==> config.mk <==
export PLATFORM = sky130hd
export DESIGN_NAME = apb_mem_slave
export DESIGN_NICKNAME = d
export VERILOG_FILES = /design/src/rtl/apb_mem_slave.sv
export SDC_FILE = /design/constraint.sdc
export NUM_CORES = 2
export LEC_CHECK = 0
export ABC_AREA = 1
export CAP_MARGIN = 20
export CORE_AREA = 5 5 391 470
export CTS_CLUSTER_SIZE = 25
export DETAILED_ROUTE_END_ITERATION = 16
export DIE_AREA = 0 0 396 475
export HOLD_SLACK_MARGIN = 0.06
export MAX_ROUTING_LAYER = met4
export PLACE_DENSITY = 0.68
export SLEW_MARGIN = 10
export SYNTH_ARGS = -nofsm -noshare
export SYNTH_HDL_FRONTEND = slang
export SYNTH_SLANG_ARGS = --single-unit
==> constraint.sdc <==
create_clock -name pclk -period 1.8 [get_ports pclk]
set_input_delay 0.18 -clock pclk [delete_from_list [all_inputs] [get_ports pclk]]
set_output_delay 0.18 -clock pclk [all_outputs]
set_load 0.005 [all_outputs]
==> src/rtl/apb_mem_slave.sv <==
// ---------------------------------------------------------------------------
// apb_mem_slave
// APB4 RAM target: word-organised memory with byte-lane write strobes,
// programmable wait states and pslverr for addresses beyond DEPTH.
//
// Ports
//   pclk     in   clock, rising edge
//   preset   in   asynchronous active-high reset
//   psel     in   slave select
//   penable  in   access phase
//   pwrite   in   1 = write, 0 = read
//   paddr    in   byte address [ADDR_WIDTH]
//   pwdata   in   write data [DATA_WIDTH]
//   pstrb    in   write byte enables [DATA_WIDTH/8]
//   prdata   out  registered read data
//   pready   out  registered transfer completion
//   pslverr  out  registered error, meaningful while pready=1
//
// state   | meaning
// --------+---------------------------------------------------------------
// S_IDLE  | no transfer; setup phase loads the wait counter
// S_WAIT  | access phase, counting down wait states, pready=0
// S_READY | pready=1, response loaded; completes on psel&penable
// ---------------------------------------------------------------------------
module apb_mem_slave #(
    parameter int ADDR_WIDTH  = 8,
    parameter int DATA_WIDTH  = 32,
    parameter int DEPTH       = 64,
    parameter int WAIT_STATES = 0
) (
    input  logic                    pclk,
    input  logic                    preset,
    input  logic                    psel,
    input  logic                    penable,
    input  logic                    pwrite,
    input  logic [ADDR_WIDTH-1:0]   paddr,
    input  logic [DATA_WIDTH-1:0]   pwdata,
    input  logic [DATA_WIDTH/8-1:0] pstrb,
    output logic [DATA_WIDTH-1:0]   prdata,
    output logic                    pready,
    output logic                    pslverr
);

    localparam int NBYTES = DATA_WIDTH / 8;
    localparam int LSB    = $clog2(NBYTES);
    localparam int MEM_AW = (DEPTH > 1) ? $clog2(DEPTH) : 1;
    // One extra bit so DEPTH == 2^ADDR_WIDTH still compares correctly.
    localparam logic [ADDR_WIDTH:0] DEPTH_W = (ADDR_WIDTH + 1)'(DEPTH);
    localparam logic [3:0]          WS_LOAD = 4'(WAIT_STATES);

    typedef enum logic [1:0] {
        S_IDLE  = 2'd0,
        S_WAIT  = 2'd1,
        S_READY = 2'd2
    } state_t;

    state_t                  r_state;
    logic [3:0]              r_cnt;
    logic [DATA_WIDTH-1:0]   r_prdata;
    logic                    r_pready;
    logic                    r_pslverr;
    logic [DATA_WIDTH-1:0]   r_mem [DEPTH];

    logic [ADDR_WIDTH-1:0]   w_index;
    logic [MEM_AW-1:0]       w_mem_idx;
    logic                    w_oor;
    logic [DATA_WIDTH-1:0]   w_rdata;
    logic                    w_setup;
    logic                    w_enter_ready;
    logic                    w_leave_ready;
    logic                    w_we;

    assign w_index   = paddr >> LSB;
    assign w_oor     = ({1'b0, w_index} >= DEPTH_W);
    assign w_mem_idx = w_index[MEM_AW-1:0];
    assign w_rdata   = r_mem[w_mem_idx];

    assign w_setup       = (r_state == S_IDLE) && psel && !penable;
    // READY is reached either straight from setup (no wait states) or on
    // the last wait cycle, provided the master has not dropped psel.
    assign w_enter_ready = (w_setup && (WAIT_STATES == 0)) ||
                           ((r_state == S_WAIT) && psel && (r_cnt == 4'd1));
    assign w_leave_ready = (r_state == S_READY) && (!psel || penable);
    assign w_we          = (r_state == S_READY) && psel && penable &&
                           pwrite && !w_oor;

    always_ff @(posedge pclk or posedge preset) begin
        if (preset) begin
            r_state   <= S_IDLE;
            r_cnt     <= 4'd0;
            r_prdata  <= '0;
            r_pready  <= 1'b0;
            r_pslverr <= 1'b0;
        end else begin
            case (r_state)
                S_IDLE: begin
                    if (w_setup) begin
                        r_cnt   <= WS_LOAD;
                        r_state <= (WAIT_STATES == 0) ? S_READY : S_WAIT;
                    end
                end
                S_WAIT: begin
                    if (!psel) begin
                        r_state <= S_IDLE;
                    end else begin
                        r_cnt <= r_cnt - 4'd1;
                        if (r_cnt == 4'd1) begin
                            r_state <= S_READY;
                        end
                    end
                end
                S_READY: begin
                    if (w_leave_ready) begin
                        r_state <= S_IDLE;
                    end
                end
                default: r_state <= S_IDLE;
            endcase

            if (w_enter_ready) begin
                r_pready  <= 1'b1;
                r_pslverr <= w_oor;
                if (w_oor) begin
                    r_prdata <= '0;
                end else if (!pwrite) begin
                    r_prdata <= w_rdata;
                end
            end else if (w_leave_ready) begin
                r_pready  <= 1'b0;
                r_pslverr <= 1'b0;
            end
        end
    end

    // Storage has no reset; writes commit only on the completing edge.
    always_ff @(posedge pclk) begin
        if (w_we) begin
            for (int i = 0; i < NBYTES; i++) begin
                if (pstrb[i]) begin
                    r_mem[w_mem_idx][i*8 +: 8] <= pwdata[i*8 +: 8];
                end
            end
        end
    end

    assign prdata  = r_prdata;
    assign pready  = r_pready;
    assign pslverr = r_pslverr;

endmodule

# --- After elaboration in Yosys (flattened, before gate mapping) ---
# Memory sizes are Yosys's and may differ from the RTL's. A register that Yosys moved wholly into a read port is not among the register bits.
# Index checks and enable logic that the tools add are counted.
word_totals:
  register_bits: 8
  mem_bits_rw: 2048
  in_bits: 49
  out_inout_bits: 34
  word_cells: 58
  n_memories: 1
classes:
  add_sub_neg: 1
  order_cmp: 1
  eq_ne: 8
  mux: 23
  reduce_logical: 20
mem_list:
  columns: ["name", "words", "word_bits", "rd", "rd_clocked_by_memory_dff", "wr", "line", "rtl"]
  rows:
  - ["r_mem", 64, 32, 1, 1, 1, "62", "logic [DATA_WIDTH-1:0] r_mem [DEPTH];"]
op_table:
  columns: ["operator", "count"]
  rows:
  - ["two-way mux 1 bit", 15]
  - ["logical AND 1 bit", 9]
  - ["two-way mux 2 bit", 4]
  - ["two-way mux 4 bit", 2]
  - ["one-hot mux 4 bit (2 select lines)", 1]
  - [">= comparator 6 x 7 -> 1 bit, second input constant", 1]
  - ["inequality test 2 bit, second input constant", 3]
  - ["one-hot mux 2 bit (3 select lines)", 1]
  - ["AND reduction 3 bit", 2]
  - ["equality test 4 x 1 -> 1 bit, second input constant", 1]
  - ["nonzero test 2 bit", 2]
  - ["subtractor 4 x 1 -> 4 bit, second input constant", 1]
  - ["logical NOT 1 bit", 3]
  - ["inequality test 3 x 2 -> 1 bit, second input constant", 1]
  - ["equality test 2 x 1 -> 1 bit, second input constant", 1]
  - ["equality test 2 bit, second input constant", 1]
  - ["logical NOT 2 bit", 1]
  - ["logical OR 1 bit", 2]
  - ["inequality test 2 x 1 -> 1 bit, second input constant", 1]
  - ["AND reduction 2 bit", 1]

# --- Longest topological paths before layout ---
depth:
  ltp_word: 7
  mapped_depth: 14
  depth_no_buf: 10

# --- Worst setup path before layout ---
# Ideal clock, no wire load.
synth_timing:
  path_kind: "input to register"
  from: "in paddr[2]"
  to: "mem r_mem[14][0], enable pin"
  setup_time_ns: 0.370
  t_arrival_ns: 1.655
  required_time_ns: 1.430
  setup_slack_ns: -0.226
  path_stages: 7
  path_buffers: 4
  path_cell_list: "buf_6 buf_4 buf_2 buf_2 nor2_1 nand2_1 nor2_1"
synth_between:
  elab_chain_cells: 5
synth_rtl:
  columns: ["element", "line", "rtl"]
  rows:
  - ["from (decl)", "36", "input logic [ADDR_WIDTH-1:0] paddr,"]
  - [">= comparator 6 x 7 -> 1 bit", "74", "assign w_oor = ({1'b0, w_index} >= DEPTH_W);"]
  - ["logical NOT 1 bit", "85", "pwrite && !w_oor;"]
  - ["logical AND 1 bit", "85", null]
  - ["two-way mux 1 bit", "137", "if (w_we) begin"]
  - ["two-way mux 1 bit (not written as such)", "140", "r_mem[w_mem_idx][i*8 +: 8] <= pwdata[i*8 +: 8];"]
  - ["to (decl)", "62", null]
# Several ways; a longest one is shown, not always the timed one.

# --- Final worst setup path ---
layout_timing:
  from: "reg r_state[1]"
  to: "mem r_mem[32][2], enable pin"
layout_between:
  elab_chain_cells: 7
layout_rtl:
  columns: ["element", "line", "rtl"]
  rows:
  - ["from (decl)", "57", "state_t r_state;"]
  - ["from (signal assigned)", "99", "r_state <= (WAIT_STATES == 0) ? S_READY : S_WAIT;"]
  - ["equality test 2 bit", "84", "assign w_we = (r_state == S_READY) && psel && penable &&"]
  - ["logical AND 1 bit (3 in series)", "84", null]
  - ["logical AND 1 bit", "85", null]
  - ["two-way mux 1 bit", "137", null]
  - ["two-way mux 1 bit (not written as such)", "140", null]
# No other way between the ends.

==> out/qor.csv <==
stage,metric,value,unit
run_status,status,finished with violations,
run_status,violations,setup timing,
cells_and_area,finalNetCount,9086,
routing,vias,61880,
worst_setup_path,crit_chain,inv_2 > nor3_4 > buf_12 > nand2_8 > buf_16 > buf_12 > nor2_4 > buf_12,
synthesis,synth.avg_cell_area,10.68,µm²
sta,hold_viol_final,0,
floorplanning,fp.dieH,475,µm
global_routing,grtUsageMet3,0.05334,
routing,drc,0,
sta,drv_slew,0,
synthesis,synthesis.instances,8289,
global_routing,antenna_found_initial,19,
global_routing,use_met2,0.4509,
sta,setup-tns-final,-1.361,ns
cts,clk_path_buf_depth,3,
cells_and_area,drive_gt1_frac,0.1640,
global_routing,busiest_layer,met2,
sta,final.min_clock_period,1.858,ns
sta,rsz0062_at_grt,yes,
worst_setup_path,path_class,reg -> reg,
sta,fin_skew,0.02576,ns
cts,cts_tree,yes,
pwr,peakVddDrop,0.9499,mV
routing,first_pass_iters,7,
placement,port_buffers,79,
cts,ctsHtreeMaxLevel,4,
sta,max_freq,538.3,MHz
cells_and_area,final_common_cell,nand2_1,
pwr,p_per_area,937.1,nW/µm²
sta,timing.final.crit_share,1.032,
floorplanning,rows,170,
floorplanning,io_pins,83,
cts,cts-root-buf,clkbuf_16,
cells_and_area,area.sequential,62360,µm²
flow_run,cap_violations,0,
synthesis,synthFlopType,edfxtp_1,
synthesis,ys_top_cells_by_area,"edfxtp_1 (69%), nand2_1 (9.2%), inv_1 (6.2%)",
cells_and_area,fill_cells,13690,
cts,clk_pin_slew,0.06,ns
global_routing,grt-ovfl-total,0,
floorplanning,die_x,396,µm
cts,clock-sinks,2082,
worst_setup_path,cp_slowest_cell,dfrtp_1,
routing,ant_nets,0,
worst_setup_path,reg2reg_slack,-0.06,ns
hold_path,hp-class,in -> reg,
cells_and_area,layout_common_cells,"nand2_1 (2158), edfxtp_1 (2048), inv_1 (1457)",
sta,setup_viol,48,
worst_setup_path,cp.arrival,2.40,ns
routing,dr.first_iter.drc_count,7149,
cts,numCtsBuffers,192,
sta,slew_headroom,0.4375,
synthesis,synth-seq-cells,2082,
synthesis,netlist_area,88560,µm²
synthesis,synth_async_sr_flop_share,0.01633,
cells_and_area,final_util,0.6035,
synthesis,synth_cell_types,26,
worst_setup_path,end_kind,register,
worst_setup_path,worst-path-buf-inv,5,
routing,via_per_inst,5.366,
floorplanning,start_util,0.4962,
routing,wire_per_inst,22.81,µm
global_routing,grt_pass1_vias,60190,
synthesis,yosysTopAreaCell,edfxtp_1,
worst_setup_path,cp-start-kind,register,
global_routing,use_met1,0.3603,
worst_setup_path,cp_top_family,buffers and inverters,
synthesis,seq_area_frac_synth,0.7041,
placement,place_congestion,0.9483,
global_routing,grt_start_max_net_pins,69,
worst_setup_path,worstPathMaxFanout,8,
worst_setup_path,required,2.34,ns
pwr,total_power,100.9,mW
synthesis,synth_enable_flop_cells,2048,
sta,worstMarginPinSlew,0.8438,ns
sta,setup_slack,-0.05783,ns
worst_setup_path,slowest_delay,0.34,ns
cts,clk_latency,0.85,ns
synthesis,synth_warnings,0,
global_routing,grt_pass1_wl,385300,µm
cells_and_area,area_delta_synth_final,21.62,%
floorplanning,core_region_area,178500,µm²
synthesis,synth_top_cell_area_share,0.6944,
pwr,power.leakage,44.66,nW
cells_and_area,multi_input_area,19800,µm²
placement,dp_hpwl,172800,µm
synthesis,synth_nets,8338,
worst_setup_path,crit_top_cell,buf_12,
floorplanning,die-area,188100,µm²
routing,wl,263000,µm
global_routing,grt_util_all_layers,0.2851,
==> Yosys cell counts (2+ instances only) <==
cell type  count
nand2_1     2180
edfxtp_1    2048
inv_1       1459
nor2_1       851
nand3_1      619
o211ai_1     281
buf_2        226
o21ai_0      225
clkbuf_1     145
or2_2        101
o21ai_1       37
dfrtp_1       34
or2_0         21
buf_1         15
buf_4         10
or2_1         10
nor3_1         7
buf_6          4
nor2_2         4
nor2_4         4
a21oi_1        2
nor3_2         2
==> registers in the layout, summed over array words and instances, names as in the netlist <==
register,flops
r_state,1
pready,1
prdata,32
r_mem,2048
==> where the power goes <==
group / internal, mW / switching [mW] / total [mW]
Combinational: 2.32 / 4.51 / 6.83
Clock: 22.5 / 17.8 / 40.3
Sequential: 53.4 / 0.375 / 53.8
==> area by class of cell <==
| cell class | instances | area share |
|---|---|---|
| antenna | 8 | 0.0001859 |
| clock buffer | 234 | 0.04676 |
| clock inverter | 126 | 0.01041 |
| inverter | 1461 | 0.05112 |
| multi-input combinational | 4346 | 0.1839 |
| sequential | 2082 | 0.5790 |
| tap | 2322 | 0.02698 |
| timing repair buffer | 954 | 0.1016 |
==> cells by family after synthesis <==
| group | Yosys count | synth area share |
|---|---|---|
| DFF | 2082 | 0.7041 |
| AOI/OAI and AO/OA | 545 | 0.03874 |
| and+or+nand+nor | 3799 | 0.1742 |
| other | 1 | 0.00004234 |
| buffers and inverters | 1861 | 0.08286 |
| adders and majority gates | 1 | 0.0001130 |
==> tightest hold or removal path, cell delays in order <==
cell and delay [ns]:
clkdlybuf4s50_1 0.41, inv_1 0.14, nor2_2 0.06, buf_4 0.13
==> metal layers <==
layer  wire, µm  up-vias
met5          0        -
met4      14360        0
met3      24260      568
met2     123800     2969
met1     100600    30010
li1           -    28340
==> per-stage QoR <==
stage                     worst slack (ns)  cell area (µm²)  instances  hold WS [ns]
after detailed placement            -1.105           100500      11120        0.5366
after global placement              -1.074           100500      11120        0.5299
after floorplan                    -0.1343            89020       8289        0.2691
final                             -0.05783           107700      11530        0.1152
after CTS                         -0.05205           107500      11520       0.07586
after global routing              -0.06344           107700      11530        0.1244
==> worst paths after layout <==
check	endpoint	from	cells past startpoint
max reg2reg	r_mem[32][2]	r_state[1]	8
min	r_state[1]	psel	4
max in group asynchronous	prdata[5]	preset	4
max	r_mem[32][2]	r_state[1]	8
min reg2reg	pready	pready	1
min in group asynchronous	pready	preset	3
==> timing repair <==
item                                    4_1_cts  5_1_grt
hold endpoints to repair                   1960        0
hold buffers                                 34        0
setup buffers                                 5        1
endpoints found under the setup margin      861      360
pin swaps                                    10       10
cloned                                        6        2
resized for setup                           194       93
Note: power is estimated with default switching activity, not from simulation.
